--- config.mk ---
export PLATFORM = sky130hd
export DESIGN_NAME = key_shift_buffer
export DESIGN_NICKNAME = d
export VERILOG_FILES = /design/src/rtl/key_shift_buffer.sv
export SDC_FILE = /design/constraint.sdc
export NUM_CORES = 1
export LEC_CHECK = 0
export BUFFER_PORTS_ARGS = -buffer_cell sky130_fd_sc_hd__buf_2
export CORE_AREA = 2 2 53 55
export CTS_BUF_LIST = sky130_fd_sc_hd__clkbuf_4 sky130_fd_sc_hd__clkbuf_8
export CTS_CLUSTER_SIZE = 8
export DETAILED_ROUTE_END_ITERATION = 16
export DIE_AREA = 0 0 55 57
export PLACE_DENSITY = 0.7
export SYNTH_ARGS = -nofsm -noshare
export SYNTH_HDL_FRONTEND = slang
export SYNTH_SLANG_ARGS = --single-unit
export TNS_END_PERCENT = 20
--- constraint.sdc ---
create_clock -name clock -period 1.73 [get_ports clock]
set_input_delay 0.519 -clock clock [delete_from_list [all_inputs] [get_ports clock]]
set_output_delay 0.519 -clock clock [all_outputs]
set_load 0.02 [all_outputs]
--- src/rtl/key_shift_buffer.sv ---
// key_shift_buffer: keypad digit entry buffer with shift-in, backspace and clear.
// Slot 0 (low bits) holds the newest digit and the oldest digit falls out of the top.
// Optional macro KEY_SHIFT_EDGE_EN: requests act only on their 0->1 transition.
// With the macro undefined, requests act on every cycle they are sampled high.
module key_shift_buffer #(
    parameter int unsigned NUM_DIGITS = 4,
    parameter int unsigned DIGIT_W    = 4,
    parameter int unsigned KEY_MAX    = 9
) (
    input  logic                                 clock,
    input  logic                                 reset,
    input  logic                                 shift,
    input  logic [DIGIT_W-1:0]                   key,
    input  logic                                 backspace,
    input  logic                                 clear,
    output logic [NUM_DIGITS*DIGIT_W-1:0]        key_buffer,
    output logic [$clog2(NUM_DIGITS+1)-1:0]      digit_count,
    output logic                                 full,
    output logic                                 key_error
);

    localparam int unsigned BUF_W = NUM_DIGITS * DIGIT_W;
    localparam int unsigned CNT_W = $clog2(NUM_DIGITS + 1);

    // Qualified requests after optional edge detection.
    logic shift_req;
    logic backspace_req;
    logic clear_req;

    // Next-state values for the registered outputs.
    logic [BUF_W-1:0] buffer_next;
    logic [CNT_W-1:0] count_next;
    logic             error_next;
    logic             key_ok;

`ifdef KEY_SHIFT_EDGE_EN
    logic shift_prev;
    logic backspace_prev;
    logic clear_prev;

    // Previous request levels; cleared by reset so a request held through release acts once.
    always_ff @(posedge clock) begin
        if (!reset) begin
            shift_prev     <= 1'b0;
            backspace_prev <= 1'b0;
            clear_prev     <= 1'b0;
        end else begin
            shift_prev     <= shift;
            backspace_prev <= backspace;
            clear_prev     <= clear;
        end
    end

    // Rising-edge qualification of each request.
    always_comb begin
        shift_req     = shift & ~shift_prev;
        backspace_req = backspace & ~backspace_prev;
        clear_req     = clear & ~clear_prev;
    end
`else
    // Level mode: requests pass straight through.
    always_comb begin
        shift_req     = shift;
        backspace_req = backspace;
        clear_req     = clear;
    end
`endif

    // Command decode with priority clear > backspace > shift.
    always_comb begin
        buffer_next = key_buffer;
        count_next  = digit_count;
        error_next  = 1'b0;
        key_ok      = (32'(key) <= KEY_MAX);

        if (clear_req) begin
            buffer_next = '0;
            count_next  = '0;
        end else if (backspace_req) begin
            if (digit_count != '0) begin
                buffer_next = key_buffer >> DIGIT_W;
                count_next  = digit_count - CNT_W'(1);
            end
        end else if (shift_req) begin
            if (key_ok) begin
                buffer_next = (key_buffer << DIGIT_W) | BUF_W'(key);
                if (digit_count != CNT_W'(NUM_DIGITS)) begin
                    count_next = digit_count + CNT_W'(1);
                end
            end else begin
                error_next = 1'b1;
            end
        end
    end

    // Output registers; full is computed from the same next count so it tracks digit_count.
    always_ff @(posedge clock) begin
        if (!reset) begin
            key_buffer  <= '0;
            digit_count <= '0;
            full        <= 1'b0;
            key_error   <= 1'b0;
        end else begin
            key_buffer  <= buffer_next;
            digit_count <= count_next;
            full        <= (count_next == CNT_W'(NUM_DIGITS));
            key_error   <= error_next;
        end
    end

endmodule

=== Yosys cells after proc, flatten, opt, wreduce, memory -nomap -nowiden ===
Cells that the tools add are included.

* Add/subtract/negate cells: 2
* $lt $le $gt $ge: 1
* Equal/unequal tests: 3
* Mux-type cells: 11
* Bitwise operators: 3
* Reductions and logical operators: 6

{| class="wikitable"
|+ Operator list
! operator !! count
|-
| 16-bit two-way mux || 4
|-
| 3-bit two-way mux || 6
|-
| 16-bit by 4-bit OR with 16-bit output || 1
|-
| 4-bit <= comparator (second input constant) || 1
|-
| 2-bit nonzero test || 2
|-
| 4-bit OR reduction || 1
|-
| 3-bit by 1-bit adder with 3-bit output (second input constant) || 1
|-
| 3-bit == test (second input constant) || 1
|-
| 3-bit != test (second input constant) || 1
|-
| 3-bit AND reduction || 1
|-
| 3-bit nonzero test || 1
|-
| 3-bit by 1-bit subtractor with 3-bit output (second input constant) || 1
|-
| 2-bit by 1-bit != test with 1-bit output (second input constant) || 1
|-
| 1-bit inverter || 2
|-
| 2-bit OR reduction || 1
|-
| 1-bit two-way mux || 1
|}

* Register bits after elaboration: 21
* Input port bits: 9
* Output and inout bits: 21
* Logic and storage cells: 30

=== Depth between registers and ports, before layout ===
* Depth after elaboration: 7
* Gate-level depth with buffers: 7
* Gate-level depth less buffers: 6

=== Worst setup path before layout ===
No wires, ideal clock.

* Path kind: input to register
* Start: input key[1]
* End: register full
* Setup time: 0.092 ns
* Arrival: 1.697 ns
* Data required time: 1.638 ns
* Slack: -0.059 ns
* Stages: 4
* Buffers on the path: 0
* Cells stage by stage: or3b_4 a32oi_1 mux2_2 nor4_1

* Word-level cells in the longest chain between the ends: 6

{| class="wikitable"
|+ RTL lines
! item !! RTL line !! source
|-
| from (decl) || 13 || <nowiki>input logic [DIGIT_W-1:0] key,</nowiki>
|-
| 4-bit <= comparator || 74 || <nowiki>key_ok = (32'(key) <= KEY_MAX);</nowiki>
|-
| 3-bit two-way mux || 85 || <nowiki>if (key_ok) begin</nowiki>
|-
| 3-bit two-way mux || 84 || <nowiki>end else if (shift_req) begin</nowiki>
|-
| 3-bit two-way mux || 79 || <nowiki>end else if (backspace_req) begin</nowiki>
|-
| 3-bit two-way mux || 76 || <nowiki>if (clear_req) begin</nowiki>
|-
| 3-bit == test || 106 || <nowiki>full <= (count_next == CNT_W'(NUM_DIGITS));</nowiki>
|-
| to (signal assigned) || 106 ||
|-
| to (decl) || 18 || <nowiki>output logic full,</nowiki>
|}

Every way passes these cells.
A chain may end at the register's enable or synchronous reset.

=== Final worst setup path ===
* Start: register digit_count[1]
* End: register full

* Word-level cells in the longest chain between the ends: 7
* Elaborated cells between the ends (all ways): 11
* Classes of those cells: 2 x add/sub; 2 x eq/ne; 6 x mux; 1 x reduce/logical

{| class="wikitable"
|+ RTL lines
! item !! RTL line !! source
|-
| from (decl) || 17 || <nowiki>output logic [$clog2(NUM_DIGITS+1)-1:0] digit_count,</nowiki>
|-
| from (signal assigned) || 105 || <nowiki>digit_count <= count_next;</nowiki>
|-
| 3-bit by 1-bit adder with 3-bit output or 3-bit != test (tied branches) || 88, 87 ||
|-
| 3-bit two-way mux || 87 || <nowiki>if (digit_count != CNT_W'(NUM_DIGITS)) begin</nowiki>
|-
| 3-bit two-way mux || 85 ||
|-
| 3-bit two-way mux || 84 ||
|-
| 3-bit two-way mux (*) || 79 ||
|-
| 3-bit two-way mux (*) || 76 ||
|-
| 3-bit == test (*) || 106 ||
|}

Every way passes the cells marked *; elsewhere a longest branch is shown, timed or not.

==> impl_metrics.py <==
metrics = {
    "global_route": {
        "grt_pass1_wl_microns": 3930,
        "antenna_found_initial": 0,
        "grt_max_degree": 22,
        "grt_pass1_vias": 959,
        "gr-total-overflow": 0,
        "grt_usage": 0.168,
    },
    "layout": {
        "fill_cells": 264,
        "num_antenna_cells": 0,
        "final_nets": 167,
        "area_growth_pct": 29.0,
        "drive_gt1_frac": 0.416,
    },
    "power_and_ir_drop": {
        "total_power_mw": 1.01,
        "p_leak_nw": 0.637,
        "p_per_area_nw_per_um2": 717,
        "peakVddDrop_uv": 427,
    },
    "placement": {
        "place_congestion": 0.855,
        "hpwl_microns": 1870,
        "io_buffer_count": 29,
    },
    "synth": {
        "synthArstFlopShare": 0,
        "yosysUniqueCellTypes": 33,
        "synth-edff-count": 0,
        "syn_nets": 123,
        "ys_ff_latch": 21,
        "seq_area_frac_synth": 0.386,
        "netlist_instances": 111,
        "syn_area_per_cell_sq_um": 9.82,
        "synth_area_sq_um": 1090,
        "yosysWarnings": 0,
        "synth_ff_type": "dfxtp_1",
    },
    "flow_run": {
        "maxCapViolations": 0,
    },
    "run_status": {
        "status": "complete, no violations",
    },
    "worst_setup_path": {
        "criticalPathCategory": "register to register",
        "timing.rr.start": "digit_count[1]",
        "crit_required_ps": 1940,
        "cp.arrival_ps": 1840,
        "r2r-end": "full",
        "cp-start-kind": "register",
        "reg2reg_depth": 6,
        "crit_fanout": 5,
        "reg2reg_slack_ps": 100,
        "cp-end-kind": "register",
    },
    "timing": {
        "clock_skew_ps": 1.07,
        "timing.final.hold_violations": 0,
        "fin_crit_ps": 1630,
        "timing.final.max_slew_violations": 0,
        "worstMarginPinSlew_ps": 239,
        "tns_ps": 0,
        "rsz0062_at_grt": "yes",
        "setup_viol_count_final": 0,
        "fin_crit_sh": 0.942,
        "fin_hold_ws_ps": 454,
        "relSlewSlack": 0.836,
        "max_freq_mhz": 614,
    },
    "route": {
        "route.met2.wl_microns": 1190,
        "postRouteAntennaNets": 0,
        "drt_first_pass_iters": 4,
        "vias": 955,
        "wl_microns": 2370,
        "wl_per_cell_microns": 12.8,
        "vias_per_cell": 5.16,
        "top_layer_used": "met4",
        "drc": 0,
        "wl_met1_microns": 1060,
        "drtIter0Drc": 13,
        "met3_length_microns": 103,
    },
    "clocking": {
        "clk_latency_ps": 300,
        "cts_buffer_depth": 2,
        "cts_root_buf": "clkbuf_4",
        "hold_buffers": 0,
        "cts_setup_buffers": 0,
        "cts_tree": "built",
        "cts.sinks": 21,
        "cts_made_buffers": 3,
        "h-tree-depth": 1,
        "clkSlewWorstSetupHoldPaths_ps": 120,
    },
    "worst_hold_path": {
        "hold_depth": 2,
        "whs_endpoint": "digit_count[0]",
        "hold_start": "reset",
        "hp-class": "primary input to register",
    },
    "die": {
        "dieWidth_microns": 55,
        "initial_core_util": 0.417,
        "die_y_microns": 57,
        "core_area_sq_um": 2620,
        "ios": 30,
        "fp.dieArea_sq_um": 3140,
        "row_count": 19,
    },
}
## kinds of logic (layout without fill, tap and decap cells)
logic type	count (synthesis)	in the layout	synth area share
AND/OR/NAND/NOR	35	35	0.165
AO/OA/AOI/OAI	26	26	0.220
flip-flops	21	21	0.386
multiplexers	15	15	0.139
buffers and inverters	10	53	0.0471
adder cells (fa/ha/maj)	3	3	0.0344
XOR/XNOR	1	1	0.00804
## cell usage after synthesis, types with 2 or more instances
cell type / instances / area (sq um)
a21oi_1: 4 / 20.0
a211oi_2: 8 / 100
ha_1: 3 / 37.5
nand2b_1: 6 / 37.5
dfxtp_1: 21 / 420
mux2i_1: 14 / 140
o21ai_0: 2 / 10.0
o31a_1: 2 / 17.5
buf_2: 2 / 10.0
and2_1: 2 / 12.5
nor2_1: 15 / 56.3
inv_1: 4 / 15.0
a211oi_1: 4 / 30.0
nand2_1: 5 / 18.8
## power breakdown
group	internal [mW]	total [mW]	switching, mW
clock network	0.0861	0.234	0.148
logic	0.116	0.256	0.140
registers	0.503	0.519	0.0160
total	0.705	1.01	0.304
## metrics by stage
stage	std cells	cell area [sq um]	worst slack, ps	util
after floorplan	111	1090	4.80	-
after global placement	181	1370	-114	0.525
after detailed placement	181	1370	-179	0.525
after CTS	185	1400	3.43	0.535
after global routing	185	1410	-25.4	0.538
final	185	1410	101	0.538
## how the worst max path moves through the flow
stage / from / depth (start not counted) / slack [ps] / endpoint
final: digit_count[1] / 6 / 100 / full
after global routing: digit_count[1] / 6 / -30 / full
after CTS: digit_count[1] / 6 / 3 / digit_count[1]
after detailed placement: key[1] / 7 / -180 / key_buffer[3]
after global placement: key[1] / 5 / -110 / full
after floorplan: key[1] / 4 / 5 / full
## critical path: stages, from the launching register on
cell,delay [ps]
dfxtp_2,380
inv_1,60
ha_1,200
buf_4,150
a32oi_1,160
mux2_2,370
nor4_1,220
## placed cells by master, fill, tap and decap left out, drive strengths merged
cell / instances
mux2i: 14
nand2: 5
o22ai: 1
and3b: 1
nand2b: 6
o21a: 1
buf: 45
a221oi: 1
nor2: 15
a21oi: 4
and2: 2
nand3b: 1
a211oi: 12
o21ai: 2
a31oi: 1
xor2: 1
clkinv: 1
a32oi: 1
o31a: 2
nor2b: 1
or3b: 1
nor4b: 1
mux2: 1
inv: 4
dfxtp: 21
nor4: 1
and3: 1
clkbuf: 3
a21bo: 1
ha: 3
## registers in the layout, summed over array words and instances (netlist names)
name         cells
key_buffer      16
digit_count      3
full             1
key_error        1
## final cells by class
type	instances	area, sq um	share of cell area
well taps	31	38.8	0.0276
clock inverters	1	5.00	0.00356
flip-flops and latches	21	423	0.301
multi-input cells	80	624	0.444
inverters	4	15.0	0.0107
clock buffers	3	22.5	0.0160
repair buffers	45	278	0.198
## routing by layer
layer | track usage | vias up
met1 | 0.203 | 450
met5 | 0 | -
met2 | 0.286 | 22
li1 | - | 481
met3 | 0.0262 | 2
met4 | 0.0732 | 0
## repair_timing
action	in CTS	in global routing
setup endpoints to repair	0	2
hold endpoints to repair	0	0
resized for setup	0	1
(Power assumes the default switching activity.)
